**config.mk**
```make
export PLATFORM = sky130hd
export DESIGN_NAME = training_sample_server_flat
export DESIGN_NICKNAME = d
export VERILOG_FILES = /design/src/rtl/training_sample_server_if.sv /design/src/rtl/training_sample_server.sv /design/src/flat_wrapper.sv
export SDC_FILE = /design/constraint.sdc
export NUM_CORES = 1
export LEC_CHECK = 0
export CAP_MARGIN = 20
export CORE_ASPECT_RATIO = 0.6
export CORE_MARGIN = 5
export CORE_UTILIZATION = 55
export CTS_CLUSTER_SIZE = 24
export DETAILED_ROUTE_END_ITERATION = 10
export GPL_TIMING_DRIVEN = 0
export PLACE_DENSITY = 0.74
export SLEW_MARGIN = 20
export SYNTH_ARGS = -nofsm -noshare
export SYNTH_HDL_FRONTEND = slang
export SYNTH_SLANG_ARGS = --single-unit
```
**constraint.sdc**
```tcl
create_clock -name clk -period 4.6 [get_ports clk]
set_clock_uncertainty 0.15 [all_clocks]
set_input_delay 0.92 -clock clk [delete_from_list [all_inputs] [get_ports clk]]
set_output_delay 0.92 -clock clk [all_outputs]
set_load 0.02 [all_outputs]
```
**src/rtl/training_sample_server_if.sv**
```systemverilog
// training_sample_server_if: request/dataReady handshake and served-sample bus between neuron controller and sample server
interface training_sample_server_if #(parameter int DATA_W = 8);
    logic              request;
    logic              data_ready;
    logic [DATA_W-1:0] x1;
    logic [DATA_W-1:0] x2;
    logic [DATA_W-1:0] t;
    logic              eof;
    modport master (output request, input data_ready, x1, x2, t, eof);
    modport slave (input request, output data_ready, x1, x2, t, eof);
endinterface

```
**src/rtl/training_sample_server.sv**
```systemverilog
// training_sample_server: stores (x1, x2, t) samples and serves one per request in order, flagging the last of each epoch
module training_sample_server #(
    parameter int DATA_W  = 8,
    parameter int DEPTH   = 64,
    parameter int ADDR_W  = 6,
    parameter int EPOCH_W = 8
) (
    input  logic                clk,
    input  logic                rst,
    input  logic                clear_i,
    input  logic                wr_en_i,
    input  logic [DATA_W-1:0]   wr_x1_i,
    input  logic [DATA_W-1:0]   wr_x2_i,
    input  logic [DATA_W-1:0]   wr_t_i,
    input  logic                rewind_i,
    training_sample_server_if.slave bus,
    output logic                busy_o,
    output logic                full_o,
    output logic                err_empty_o,
    output logic [ADDR_W:0]     sample_count_o,
    output logic [EPOCH_W-1:0]  epoch_count_o
);
    typedef enum logic [1:0] {IDLE, FETCH, PRESENT, WAIT_LOW} state_t;
    state_t                  state_q;
    logic [ADDR_W-1:0]       ptr_q;
    logic [ADDR_W:0]         cnt_q;
    logic [EPOCH_W-1:0]      epoch_q;
    logic                    dr_q, eof_q, err_q;
    logic [DATA_W-1:0]       x1_q, x2_q, t_q;
    logic [3*DATA_W-1:0]     mem_q [DEPTH];
    logic                    wr_ok;
    assign full_o         = cnt_q == (ADDR_W+1)'(DEPTH);
    assign busy_o         = state_q != IDLE;
    assign err_empty_o    = err_q;
    assign sample_count_o = cnt_q;
    assign epoch_count_o  = epoch_q;
    assign bus.data_ready = dr_q;
    assign bus.x1         = x1_q;
    assign bus.x2         = x2_q;
    assign bus.t          = t_q;
    assign bus.eof        = eof_q;
    // Appends only while the handshake is quiet so a fetch never races a write
    assign wr_ok = wr_en_i && !clear_i && state_q == IDLE && !bus.request && !full_o;
    always_ff @(posedge clk)
        if (wr_ok) mem_q[cnt_q[ADDR_W-1:0]] <= {wr_x1_i, wr_x2_i, wr_t_i};
    always_ff @(posedge clk or posedge rst)
        if (rst) begin
            state_q <= IDLE;
            ptr_q   <= '0;
            cnt_q   <= '0;
            epoch_q <= '0;
            dr_q    <= 1'b0;
            eof_q   <= 1'b0;
            err_q   <= 1'b0;
            x1_q    <= '0;
            x2_q    <= '0;
            t_q     <= '0;
        end else if (clear_i) begin
            state_q <= IDLE;
            ptr_q   <= '0;
            cnt_q   <= '0;
            epoch_q <= '0;
            dr_q    <= 1'b0;
            eof_q   <= 1'b0;
            err_q   <= 1'b0;
            x1_q    <= '0;
            x2_q    <= '0;
            t_q     <= '0;
        end else begin
            dr_q <= 1'b0;
            if (wr_ok) cnt_q <= cnt_q + 1'b1;
            case (state_q)
                IDLE: if (bus.request) state_q <= FETCH;
                FETCH: begin
                    state_q <= PRESENT;
                    if (cnt_q == '0) begin
                        {x1_q, x2_q, t_q} <= '0;
                        eof_q             <= 1'b1;
                        err_q             <= 1'b1;
                    end else begin
                        {x1_q, x2_q, t_q} <= mem_q[ptr_q];
                        eof_q             <= {1'b0, ptr_q} == cnt_q - 1'b1;
                    end
                end
                PRESENT: begin
                    state_q <= WAIT_LOW;
                    dr_q    <= 1'b1;
                    // eof_q records whether the sample just served closed the epoch
                    if (cnt_q != '0) begin
                        ptr_q   <= eof_q ? '0 : ptr_q + 1'b1;
                        epoch_q <= eof_q ? epoch_q + 1'b1 : epoch_q;
                    end
                end
                WAIT_LOW: if (!bus.request) state_q <= IDLE;
                default: state_q <= IDLE;
            endcase
            if (rewind_i) ptr_q <= '0;
        end
endmodule

```
**src/flat_wrapper.sv**
```systemverilog
// flat-port wrapper written by rule: the top's interface ports become plain ports
module training_sample_server_flat 
#(
    parameter int DATA_W  = 8,
    parameter int DEPTH   = 64,
    parameter int ADDR_W  = 6,
    parameter int EPOCH_W = 8
)
  (clk, rst, clear_i, wr_en_i, wr_x1_i, wr_x2_i, wr_t_i, rewind_i, busy_o, full_o, err_empty_o, sample_count_o, epoch_count_o, bus_request, bus_data_ready, bus_x1, bus_x2, bus_t, bus_eof);
  training_sample_server_if #(.DATA_W(DATA_W)) bus_i ();
  input  logic clk;
  input  logic rst;
  input  logic clear_i;
  input  logic wr_en_i;
  input  logic [DATA_W-1:0] wr_x1_i;
  input  logic [DATA_W-1:0] wr_x2_i;
  input  logic [DATA_W-1:0] wr_t_i;
  input  logic rewind_i;
  output logic busy_o;
  output logic full_o;
  output logic err_empty_o;
  output logic [ADDR_W:0] sample_count_o;
  output logic [EPOCH_W-1:0] epoch_count_o;
  input wire logic [$bits(bus_i.request)-1:0] bus_request;
  output wire logic [$bits(bus_i.data_ready)-1:0] bus_data_ready;
  output wire logic [$bits(bus_i.x1)-1:0] bus_x1;
  output wire logic [$bits(bus_i.x2)-1:0] bus_x2;
  output wire logic [$bits(bus_i.t)-1:0] bus_t;
  output wire logic [$bits(bus_i.eof)-1:0] bus_eof;
  assign bus_i.request = bus_request;
  assign bus_data_ready = bus_i.data_ready;
  assign bus_x1 = bus_i.x1;
  assign bus_x2 = bus_i.x2;
  assign bus_t = bus_i.t;
  assign bus_eof = bus_i.eof;
  training_sample_server #(.DATA_W(DATA_W), .DEPTH(DEPTH), .ADDR_W(ADDR_W), .EPOCH_W(EPOCH_W)) u_core (.clk(clk), .rst(rst), .clear_i(clear_i), .wr_en_i(wr_en_i), .wr_x1_i(wr_x1_i), .wr_x2_i(wr_x2_i), .wr_t_i(wr_t_i), .rewind_i(rewind_i), .bus(bus_i), .busy_o(busy_o), .full_o(full_o), .err_empty_o(err_empty_o), .sample_count_o(sample_count_o), .epoch_count_o(epoch_count_o));
endmodule
```
==> results.md <==
* Crit share post-route at 101%
* Synth Instances at 2904
* Synthesized area per cell at about 21 µm²
* Die height at 269 µm
* CTS Sinks at 1586
* Violated checks: setup timing
* Number of CTS-inserted buffers at ~140
* Kind of start point of the critical path: flop
* Via count at about 33000
* Crit. Startpoint: u_core.sample_count_o[0]
* CTS tree: yes
* Initial core utilization at 55.2%
* Worst min path class: in2async
* Register area at ~47000 µm²
* Crit path max fanout at 16
* # setup viols final at 29
* # hold bufs at CTS at 0
* Port bufs at 73
* Status: finished with violations
* Final Util at roughly 64%
* Sw Pwr at 6.10 mW
* Cell type with the largest total area after synthesis: edfxtp_1
* Worst hold slack at 0.243 ns
* Placer Congestion at 1.15
* DRC at 0
* H-Tree Depth at 4
* Leak pwr at 21.9 nW
* Max Cap Violations at 0
* Die area at 119000 µm²
* Final WL at approximately 190000 µm
* Power, Total at 28.9 mW
* Post-synthesis cell type count at 59
* Row count at 95
* Top cells by count, synth: 1536 x edfxtp_1, 334 x mux4_2, 164 x mux2i_1
* PD cells at ~410 nW/µm²
* Main synth FF type: edfxtp_1
* Register bit total from synthesis at 1586
* Peak supply drop at 0.343 mV
* Synth area leaders: edfxtp_1 75%, mux4_2 12%, mux2i_1 2.7%
* R2R Setup Slk at -0.04 ns
* Chip width at 441 µm
* Final nets at roughly 3300
* Sw frac at about a fifth
* Critical path arrival at between 4 and 5 ns
* RSZ-0062 raised after global routing: true
* Gate power share at 3.7%
* Hold Fails Final Rpt at 0
* Post-Layout Inst Area at slightly above 70000 µm²
* Largest net degree at the start of global routing at 65
* Drt first pass iters at 6
* FMAX at 0.216 GHz
* Syn_nets at roughly 3000
* PnR worst setup slack at -0.0384 ns
* Initial antenna violation count at 10
* Vias per Instance at slightly below 7
* Core footprint at 111000 µm²
* Final ANT Viol Nets at 0
* Avg WL per Cell at between 30 and 40 µm
* Critical path type: reg2reg
* Worst EP required at 4.93 ns
* Reg power frac at 55.0%
* Fin crit period at ~4.6 ns
* Grt ovf at 0
* Part of the Yosys area used for sequential elements at just under 80%
* Place WS at -0.810 ns
* Hpwl dp at about 130000 µm
* Placed Area at between 60000 and 70000 µm²
* Fillers at 7269
* Share of cells above drive strength 1 at between 20% and 30%
* Most common cell in the netlist: edfxtp_1
* Slew headroom at 11.1%
* Clk pwr share at about two fifths
* Top-level I/O count at 74
* Synth Cell Area at 61400 µm²
* Worst-skew pair later-pin latency at roughly 0.80 ns
* Yosys top cell area share at 75.1%
* Post-synth EDFFs at 1536
* Final Max Tran Viols at 0
* Clock transition at path regs at 0.07 ns
* First-pass GRT wire length at 259000 µm
* Internal power at 22.8 mW
* FF-to-FF Start: u_core.sample_count_o[0]
* Area occupied by multi-input gates at 13800 µm²
* DRT iter0 DRCs at 5311
* Clock tree buffer depth at 3
* Worst Tran Pin Value at around 1.3 ns
* Clock root buffer: clkbuf_16
* Crit end category: flop
* Vias in the first global route at 32186
* Yosys warning count at 0
* Fraction of registers with async set/reset at 3.15%
* Area grow syn2layout at 16.3%
* Overall routing resource usage at 32.5%
==> layout make-up <==
type	instances	share of cell area [%]
timing repair buffer	175	4.03
inverter	15	0.0823
sequential	1586	66.3
multi-input combinational	1131	19.3
buffer	172	1.14
clock inverter	80	1.21
clock buffer	175	5.22
antenna	8	0.0280
tap	1503	2.63
==> what timing repair did <==
action	4_1_cts	5_1_grt
gates resized for setup	9	0
setup buffers	0	11
setup endpoints to repair	1367	126
pin swaps	0	5
==> layout by cell type, fill, tap and decap left out, types with 33 or more instances in the layout <==
| cell type | n |
|---|---|
| clkbuf_16 | 143 |
| a21oi_1 | 37 |
| clkdlybuf4s50_1 | 49 |
| nand2_1 | 72 |
| o21ai_0 | 45 |
| dfrtp_1 | 50 |
| nor2_4 | 63 |
| o22ai_1 | 65 |
| mux2i_1 | 164 |
| clkbuf_1 | 101 |
| mux4_2 | 334 |
| buf_16 | 52 |
| edfxtp_1 | 1536 |
| buf_4 | 48 |
| buf_2 | 73 |
| nor2_1 | 33 |
==> worst max-delay path: stages, from the launching register on <==
cell and delay (ns):
dfrtp_1 0.61, clkbuf_1 0.53, inv_1 0.21, ha_1 0.33, inv_1 0.20, nor3_2 0.11
nor3_2 0.58, nand3_2 0.69, nor2_4 0.68, buf_16 0.24
==> registers in the layout (all words and copies together), names as in the netlist <==
signal and cells:
u_core.bus.t 8, u_core.bus.eof 1, u_core.ptr_q 6, u_core.bus.x2 8
u_core.mem_q 1536, u_core.sample_count_o 7, u_core.epoch_count_o 8, u_core.bus.x1 8
u_core.bus.data_ready 1, u_core.state_q 2, u_core.err_empty_o 1
==> final timing paths <==
check                                     endpoint  depth (start not counted)
max                           u_core.mem_q[43][20]                          9
min                        u_core.epoch_count_o[4]                          2
max reg2reg                   u_core.mem_q[43][20]                          9
min reg2reg                     u_core.err_empty_o                          2
max in group asynchronous         u_core.bus.x1[3]                          3
min in group clk                u_core.err_empty_o                          2
==> power groups by stage <==
stage          combinational (mW)  clock (mW)  sequential [mW]
2_1_floorplan               0.406           0             16.2
3_3_place_gp                0.958           0             16.3
3_5_place_dp                 1.04           0             16.2
4_1_cts                      1.04        12.0             15.9
5_1_grt                      1.11        12.7             15.9
6_report                     1.07        12.0             15.9
==> metal layers <==
layer	part of all wire (%)	up-vias	global-route usage (%)
met5	0.17	-	1.65
met4	3.8	12	11.8
met3	14	321	13.7
met2	42	2347	45.1
met1	39	17423	46.6
li1	-	12762	-
==> stage by stage <==
| step | setup TNS (ns) | instances |
|---|---|---|
| 2_1_floorplan | 0 | 2904 |
| 3_3_place_gp | -2319.64 | 4480 |
| 3_5_place_dp | -552.40 | 4570 |
| 4_1_cts | 0 | 4825 |
| 5_1_grt | -1.75 | 4837 |
| 6_report | -0.631 | 4845 |
==> logic make-up (layout without fill, tap and decap cells) <==
| family | count (synthesis) | after routing | share of synthesized area [%] |
|---|---|---|---|
| flops | 1586 | 1586 | 77.1 |
| fa+ha+maj | 10 | 10 | 0.204 |
| buf+inv | 187 | 617 | 1.41 |
| compound gates | 294 | 294 | 3.28 |
| xor+xnor | 25 | 25 | 0.356 |
| other cells | 0 | 8 | 0 |
| simple gates | 279 | 279 | 2.25 |
| mux | 523 | 523 | 15.4 |
Power figures use the tool's default switching activity.
